<file path="config.mk">
export PLATFORM = sky130hd
export DESIGN_NAME = seg_display_ctrl
export DESIGN_NICKNAME = d
export VERILOG_FILES = /design/src/rtl/seg_pkg.sv /design/src/rtl/bcd_to_seg.sv /design/src/rtl/seg_display_ctrl.sv
export SDC_FILE = /design/constraint.sdc
export NUM_CORES = 1
export LEC_CHECK = 0
export BUFFER_PORTS_ARGS = -buffer_cell sky130_fd_sc_hd__buf_2
export CAP_MARGIN = 20
export CORE_UTILIZATION = 55
export CTS_CLUSTER_SIZE = 12
export DETAILED_ROUTE_END_ITERATION = 10
export HOLD_SLACK_MARGIN = 0.03
export PLACE_DENSITY = 0.78
export SLEW_MARGIN = 20
export SYNTH_ARGS = -nofsm -noshare
export SYNTH_HDL_FRONTEND = slang
export SYNTH_SLANG_ARGS = --single-unit
</file>
<file path="constraint.sdc">
create_clock -name clk -period 4.5 [get_ports clk]
set_input_delay 0 -clock clk [delete_from_list [all_inputs] [get_ports clk]]
set_output_delay 0 -clock clk [all_outputs]
set_load 0.02 [all_outputs]
</file>
<file path="src/rtl/seg_pkg.sv">
// Shared definitions for the seven-segment display controller: FSM state
// encoding, special segment patterns and the active-low BCD font (gfedcba).
package seg_pkg;

    typedef enum logic {
        SHOW_SCORE = 1'b0,
        SHOW_MSG   = 1'b1
    } disp_state_t;

    localparam logic [6:0] SEG_BLANK = 7'h7F;
    localparam logic [6:0] SEG_DASH  = 7'h3F;

    // Digits 0..9 use the standard font; codes 10..15 are not BCD and show a dash.
    localparam logic [6:0] BCD_FONT [16] = '{
        7'h40, 7'h79, 7'h24, 7'h30, 7'h19,
        7'h12, 7'h02, 7'h78, 7'h00, 7'h10,
        SEG_DASH, SEG_DASH, SEG_DASH, SEG_DASH, SEG_DASH, SEG_DASH
    };

endpackage

</file>
<file path="src/rtl/bcd_to_seg.sv">
// Combinational 4-bit to active-low seven-segment decoder with a blank override.
module bcd_to_seg
    import seg_pkg::*;
(
    input  logic [3:0] digit,
    input  logic       blank,
    output logic [6:0] seg
);

    // Blank wins over the font lookup.
    always_comb begin
        seg = blank ? SEG_BLANK : BCD_FONT[digit];
    end

endmodule

</file>
<file path="src/rtl/seg_display_ctrl.sv">
// Four-digit seven-segment display controller: free-running scan prescaler,
// score decode with optional leading-zero blanking, and a message takeover
// path that owns the display for MSG_HOLD scan ticks, optionally blinking.
//
// Handshake: a message transfers on a rising clk edge where msg_valid and
// msg_ready are both high; msg_seg/msg_blink are captured only on that edge,
// and msg_valid is ignored while msg_ready is low.
module seg_display_ctrl
    import seg_pkg::*;
#(
    parameter int REFRESH_DIV = 100000,
    parameter int MSG_HOLD    = 2000,
    parameter int BLINK_TICKS = 250
) (
    input  logic        clk,
    input  logic        reset,
    input  logic [15:0] score_bcd,
    input  logic        score_blank_lz,
    input  logic        msg_valid,
    output logic        msg_ready,
    input  logic [27:0] msg_seg,
    input  logic        msg_blink,
    output logic        msg_active,
    output logic        scan_tick,
    output logic [6:0]  first_cathode,
    output logic [6:0]  second_cathode,
    output logic [6:0]  third_cathode,
    output logic [6:0]  fourth_cathode
);

    localparam int PW = (REFRESH_DIV > 1) ? $clog2(REFRESH_DIV) : 1;
    localparam int HW = $clog2(MSG_HOLD + 1);
    localparam int BW = $clog2(BLINK_TICKS + 1);

    localparam logic [PW-1:0] PRE_LAST   = PW'(REFRESH_DIV - 1);
    localparam logic [HW-1:0] HOLD_LOAD  = HW'(MSG_HOLD);
    localparam logic [HW-1:0] HOLD_LAST  = HW'(1);
    localparam logic [BW-1:0] BLINK_LAST = BW'(BLINK_TICKS - 1);

    disp_state_t   state;
    disp_state_t   next_state;
    logic [PW-1:0] pre_cnt;
    logic [HW-1:0] hold_cnt;
    logic [BW-1:0] blink_cnt;
    logic          blink_phase;
    logic          blink_lat;
    logic [27:0]   msg_lat;
    logic          xfer;
    logic [3:0]    lz_blank;
    logic [6:0]    score_seg [4];

    assign xfer = msg_valid && msg_ready;

    // Free-running prescaler; scan_tick is high the cycle after the last count.
    always_ff @(posedge clk or posedge reset) begin
        if (reset) begin
            pre_cnt   <= '0;
            scan_tick <= 1'b0;
        end else begin
            pre_cnt   <= (pre_cnt == PRE_LAST) ? '0 : pre_cnt + 1'b1;
            scan_tick <= (pre_cnt == PRE_LAST);
        end
    end

    // FSM state register.
    always_ff @(posedge clk or posedge reset) begin
        if (reset) begin
            state <= SHOW_SCORE;
        end else begin
            state <= next_state;
        end
    end

    // FSM next state: accept a message, release on the expiring scan tick.
    always_comb begin
        next_state = state;
        case (state)
            SHOW_SCORE: if (xfer) next_state = SHOW_MSG;
            SHOW_MSG:   if (scan_tick && hold_cnt == HOLD_LAST) next_state = SHOW_SCORE;
            default:    next_state = SHOW_SCORE;
        endcase
    end

    // FSM outputs, registered from the next state so they track the transition edge.
    always_ff @(posedge clk or posedge reset) begin
        if (reset) begin
            msg_ready  <= 1'b0;
            msg_active <= 1'b0;
        end else begin
            msg_ready  <= (next_state == SHOW_SCORE);
            msg_active <= (next_state == SHOW_MSG);
        end
    end

    // Message capture plus hold and blink counters, advanced by scan ticks.
    always_ff @(posedge clk or posedge reset) begin
        if (reset) begin
            msg_lat     <= '0;
            blink_lat   <= 1'b0;
            hold_cnt    <= '0;
            blink_cnt   <= '0;
            blink_phase <= 1'b1;
        end else if (xfer) begin
            msg_lat     <= msg_seg;
            blink_lat   <= msg_blink;
            hold_cnt    <= HOLD_LOAD;
            blink_cnt   <= '0;
            blink_phase <= 1'b1;
        end else if (state == SHOW_MSG && scan_tick) begin
            hold_cnt <= hold_cnt - 1'b1;
            if (blink_cnt == BLINK_LAST) begin
                blink_cnt   <= '0;
                blink_phase <= ~blink_phase;
            end else begin
                blink_cnt <= blink_cnt + 1'b1;
            end
        end
    end

    // Leading-zero blanking: a digit blanks when it and everything to its left are zero.
    always_comb begin
        lz_blank[0] = score_blank_lz && (score_bcd[15:12] == 4'h0);
        lz_blank[1] = score_blank_lz && (score_bcd[15:8] == 8'h00);
        lz_blank[2] = score_blank_lz && (score_bcd[15:4] == 12'h000);
        lz_blank[3] = 1'b0;
    end

    for (genvar i = 0; i < 4; i++) begin : g_digit
        bcd_to_seg u_dec (
            .digit (score_bcd[15-4*i -: 4]),
            .blank (lz_blank[i]),
            .seg   (score_seg[i])
        );
    end

    // Registered cathode mux: message (possibly blanked by blink) or decoded score.
    always_ff @(posedge clk or posedge reset) begin
        if (reset) begin
            first_cathode  <= SEG_BLANK;
            second_cathode <= SEG_BLANK;
            third_cathode  <= SEG_BLANK;
            fourth_cathode <= SEG_BLANK;
        end else if (state == SHOW_MSG) begin
            if (blink_lat && !blink_phase) begin
                first_cathode  <= SEG_BLANK;
                second_cathode <= SEG_BLANK;
                third_cathode  <= SEG_BLANK;
                fourth_cathode <= SEG_BLANK;
            end else begin
                first_cathode  <= msg_lat[27:21];
                second_cathode <= msg_lat[20:14];
                third_cathode  <= msg_lat[13:7];
                fourth_cathode <= msg_lat[6:0];
            end
        end else begin
            first_cathode  <= score_seg[0];
            second_cathode <= score_seg[1];
            third_cathode  <= score_seg[2];
            fourth_cathode <= score_seg[3];
        end
    end

endmodule

</file>
==> results by stage <==
Power:
- The clock network is responsible for 35.6% of the overall power.
- In this run, the combinational gates consume 7.6% of the power.
- Net switching is a little under a quarter of the power.
- The internal power contribution is 1188 uW.
- The analysis attributes to cell leakage a power of 0.002878 uW.
- The total power divided by cell area is 261.9 nW/um^2.
- Across the VDD grid, the largest voltage drop is 0.1879 mV.
- The part of the power in registers is 56.8%.
- Summed over all nets, the switching power comes to 347.0 uW.

Floorplan:
- The row count is 33.
- The horizontal die dimension is between 90 and 100 um.
- For this design the top-level I/O count stands at 80.
- The region available for standard cell placement spans 8258 sq um.
- The initial utilization of the core area, before any placement, comes to 57.39%.
- The die covers between 8000 and 9000 sq um.
- The height of the chip is 94.83 um.

Worst setup path:
- The endpoint required time on the critical path is 4.80 ns.
- Measured in cells, the most critical reg-to-reg path has a length of 5.
- The data arrival time at the worst-slack endpoint is around 2.4 ns.
- The worst setup path is launched from a flop.
- The start of the worst register-to-register path is msg_active.
- The signal on the critical path passes through o21ai_2 -> buf_4 -> nor2_1 -> o2bb2ai_1 -> dlygate4sd3_1.
- In this design, the stage delay of the slowest critical-path cell is between 0.7 and 0.8 ns.
- In this run the critical register-to-register path is captured at fourth_cathode[5].
- The setup path with the least slack is of type flop to flop.
- The setup check on the worst reg-to-reg path leaves a slack of 2.36 ns.
- The maximum fanout along the worst path is 18.
- The slowest stage of the critical path belongs to the cell sky130_fd_sc_hd__dfrtp_1.
- The nature of the critical path endpoint is a flop.

Clock tree:
- The CTS tree is done.
- The number of clock sinks seen by CTS is 97.
- The clock latency on the worst-skew pair is 0.36 ns.
- The clock-pin transition on the worst setup and hold timing paths is 0.09 ns.
- The H-tree was split into 3 levels.
- The clock buffer count from CTS is 9.
- The deepest clock path buffer count is 2.
- The root buffer cell is sky130_fd_sc_hd__clkbuf_8.
- The setup fix buffers added after clock tree synthesis is 0.

GRT:
- The largest net degree at the start of global routing is 51.
- The leftover overflow at the end of global routing is 0.
- The number of global-route vias before repair is 3861.
- The initial antenna violation count is 1.
- The global-route wire length before repair is ~18000 um.
- The combined global-route utilization of all metal layers is 25.77%.

STA:
- The number of hold violations in the final report is 0.
- The clock skew is about 0.0064 ns.
- The final critical path takes up 47.49% of the cycle.
- Setup repair after global routing left no endpoint under its margin.
- The worst slew margin relative to its limit is 44.40%.
- The sum of negative setup slack is 0 ns.
- The setup violation total in the final timing report is 0.
- At the pin with the least slew margin, the transition time is 0.8331 ns.
- The routed design could run at a clock period as short as around 2.1 ns.
- The highest attainable clock frequency is 467.9 MHz.
- The number of pins exceeding their max-slew limit in the final report came to 0.

Drt:
- Dividing the detail-routed wire length by the instance count gives 14.86 um.
- For this block, the initial DRC count from the detailed router was 143.
- The mean number of vias per cell is 5.391.
- After detailed routing, the number of remaining DRC violations is 0.
- The final antenna-violating net count is 0.
- The number of vias after detailed routing is 3892.
- The final layout contains routed wiring with a total length of 10730 um.
- The first detailed-routing pass ran for 4 iterations.

Synthesis:
- In this run the cell area of the synthesized design comes to 4740 sq um.
- Synthesis produced 491 cells.
- The part of the Yosys area used for sequential elements is 51.98%.
- By area the synthesized netlist is led by sky130_fd_sc_hd__dfrtp_1 36%, sky130_fd_sc_hd__dfstp_2 16%, sky130_fd_sc_hd__nand2_1 8.9%, sky130_fd_sc_hd__ha_1 6.6%, sky130_fd_sc_hd__nor2_1 4.0%.
- The largest total area in the synthesized netlist belongs to sky130_fd_sc_hd__dfrtp_1.
- The share of Yosys cell area claimed by the top area cell type is 35.90%.
- The post-synthesis average cell area is 9.653 sq um.
- The number of unique standard cell types used by synthesis is 53.
- Counting every net in the synthesized netlist gives 565.
- During synthesis, Yosys emitted a total of 0 warnings.
- Counting flops and latches in the post-synthesis netlist gives between 90 and 100.
- For this run, the leading register cell type out of synthesis is sky130_fd_sc_hd__dfrtp_1.
- The number of synthesized flops with an enable pin is 0.
- After synthesis, the share of flip-flops with an asynchronous set or reset is between 90% and 100%.

Min path:
- The worst hold path terminates at first_cathode[2].
- In this run the worst hold path is classified as primary input to flop.
- The worst hold path was traced through 3 stages.
- The launch point of the worst hold path is score_bcd[14].

Placement:
- The final estimated routing congestion in global placement is 0.8717.
- The number of port buffers is 79.
- The half-perimeter wire length after placement is 6903 um.
- The post-place instance area is between 5000 and 6000 sq um.

Cells and area:
- After routing the design area is 5861 sq um.
- The final core area utilization is 70.97%.
- The multi-input combinational cells in the finished layout cover a total of 2142 sq um.
- In the layout the commonest cells are 112 x sky130_fd_sc_hd__nand2_1, 79 x sky130_fd_sc_hd__buf_2, 68 x sky130_fd_sc_hd__dfrtp_1.
- Cells with a size suffix above 1 make up 21.88% of the layout.
- The sequential cell area is 2464 sq um.
- Fill cells in the final layout number 632.
- From synthesis to final layout, the design area changed by 23.65%.
- The most common cell after layout, fill and taps aside is sky130_fd_sc_hd__nand2_1.
- The antenna diode count is 0.
- The final net count is ~690.

Run:
- The tool flagged a number of max-cap violations equal to 0.

Run status:
- The flow ran to the end, and the final reports show no timing, DRC or antenna violations.
-- synthesized netlist by cell type, types with 11 or more instances --
cell	n
sky130_fd_sc_hd__nand2_1	112
sky130_fd_sc_hd__dfrtp_1	68
sky130_fd_sc_hd__nor2_1	51
sky130_fd_sc_hd__dfstp_2	29
sky130_fd_sc_hd__ha_1	25
sky130_fd_sc_hd__a21oi_1	17
sky130_fd_sc_hd__inv_1	17
sky130_fd_sc_hd__o21ai_0	14
sky130_fd_sc_hd__o22a_1	14
sky130_fd_sc_hd__xor2_1	14
sky130_fd_sc_hd__nand3_1	13
sky130_fd_sc_hd__xnor2_1	13
sky130_fd_sc_hd__clkbuf_1	11
-- logic make-up (layout without fill, tap and decap cells) --
family / Yosys count / in the layout / share of synthesized area [%]
compound gates: 78 / 78 / 11.01
simple gates: 230 / 230 / 22.60
xor+xnor: 27 / 27 / 4.990
flops: 97 / 97 / 51.98
buf+inv: 34 / 160 / 2.825
fa+ha+maj: 25 / 25 / 6.600
-- worst max-delay path: cells and delay by family (launching register included) --
family                 cells  cell delay [ns]
buffers and inverters      2             0.85
DFF                        1             0.74
AOI/OAI and AO/OA          2             0.36
and+or+nand+nor            1             0.10
-- flip-flops by register name (all words and copies together), names as in the netlist --
| signal | count |
|---|---|
| blink_cnt | 8 |
| blink_lat | 1 |
| blink_phase | 1 |
| first_cathode | 7 |
| fourth_cathode | 7 |
| hold_cnt | 11 |
| msg_active | 1 |
| msg_lat | 28 |
| msg_ready | 1 |
| pre_cnt | 17 |
| scan_tick | 1 |
| second_cathode | 7 |
| third_cathode | 7 |
-- power groups by stage --
stage                     clock network (uW)  logic [uW]  registers [uW]
after floorplan                            0        46.2             888
after global placement                     0        83.7             888
after detailed placement                   0        86.1             888
after CTS                                559         115             872
after global routing                     586         132             872
final                                    546         117             872
-- timing repair --
item / in CTS / in global routing
resized for setup: 0 / 0
hold buffers: 44 / 0
hold endpoints to repair: 89 / 0
-- final cells by class --
cell class | instances | share of cell area, %
inverters | 17 | 1.110
flip-flops and latches | 97 | 42.04
multi-input cells | 360 | 36.55
repair buffers | 127 | 14.77
well taps | 105 | 2.242
clock inverters | 2 | 0.1708
clock buffers | 14 | 3.117
-- how the worst max path moves through the flow --
| stage | startpoint | end | slack, ns |
|---|---|---|---|
| floorplan | reset | blink_cnt[0] | 2.01 |
| detailed placement | pre_cnt[0] | pre_cnt[15] | 2.74 |
| finish | msg_active | fourth_cathode[5] | 2.36 |
| CTS | msg_active | fourth_cathode[5] | 2.38 |
| global placement | pre_cnt[0] | pre_cnt[15] | 2.83 |
| global route | msg_active | third_cathode[1] | 2.20 |
-- routing by layer --
metal  vias to the layer above  wire length, um  part of all wire, %  track usage, %
li1                       1887                -                    -               -
met1                      1871             4672                   44           32.89
met2                       112             5261                   49           43.05
met3                        20              591                  5.5           6.361
met4                         2              189                  1.8           8.333
met5                         -               12                 0.11               0
-- per-stage QoR --
stage / setup slack [ns] / hold WS (ns) / total power (uW) / cells
3_3_place_gp: 2.826 / 0.1768 / 972.1 / 662
5_1_grt: 2.203 / 0.1038 / 1591 / 722
3_5_place_dp: 2.735 / 0.1886 / 974.6 / 662
2_1_floorplan: 2.014 / 0.1054 / 934.6 / 491
6_report: 2.363 / 0.08623 / 1535 / 722
4_1_cts: 2.385 / 0.03506 / 1546 / 722
Note: power is estimated with default switching activity, not from simulation.
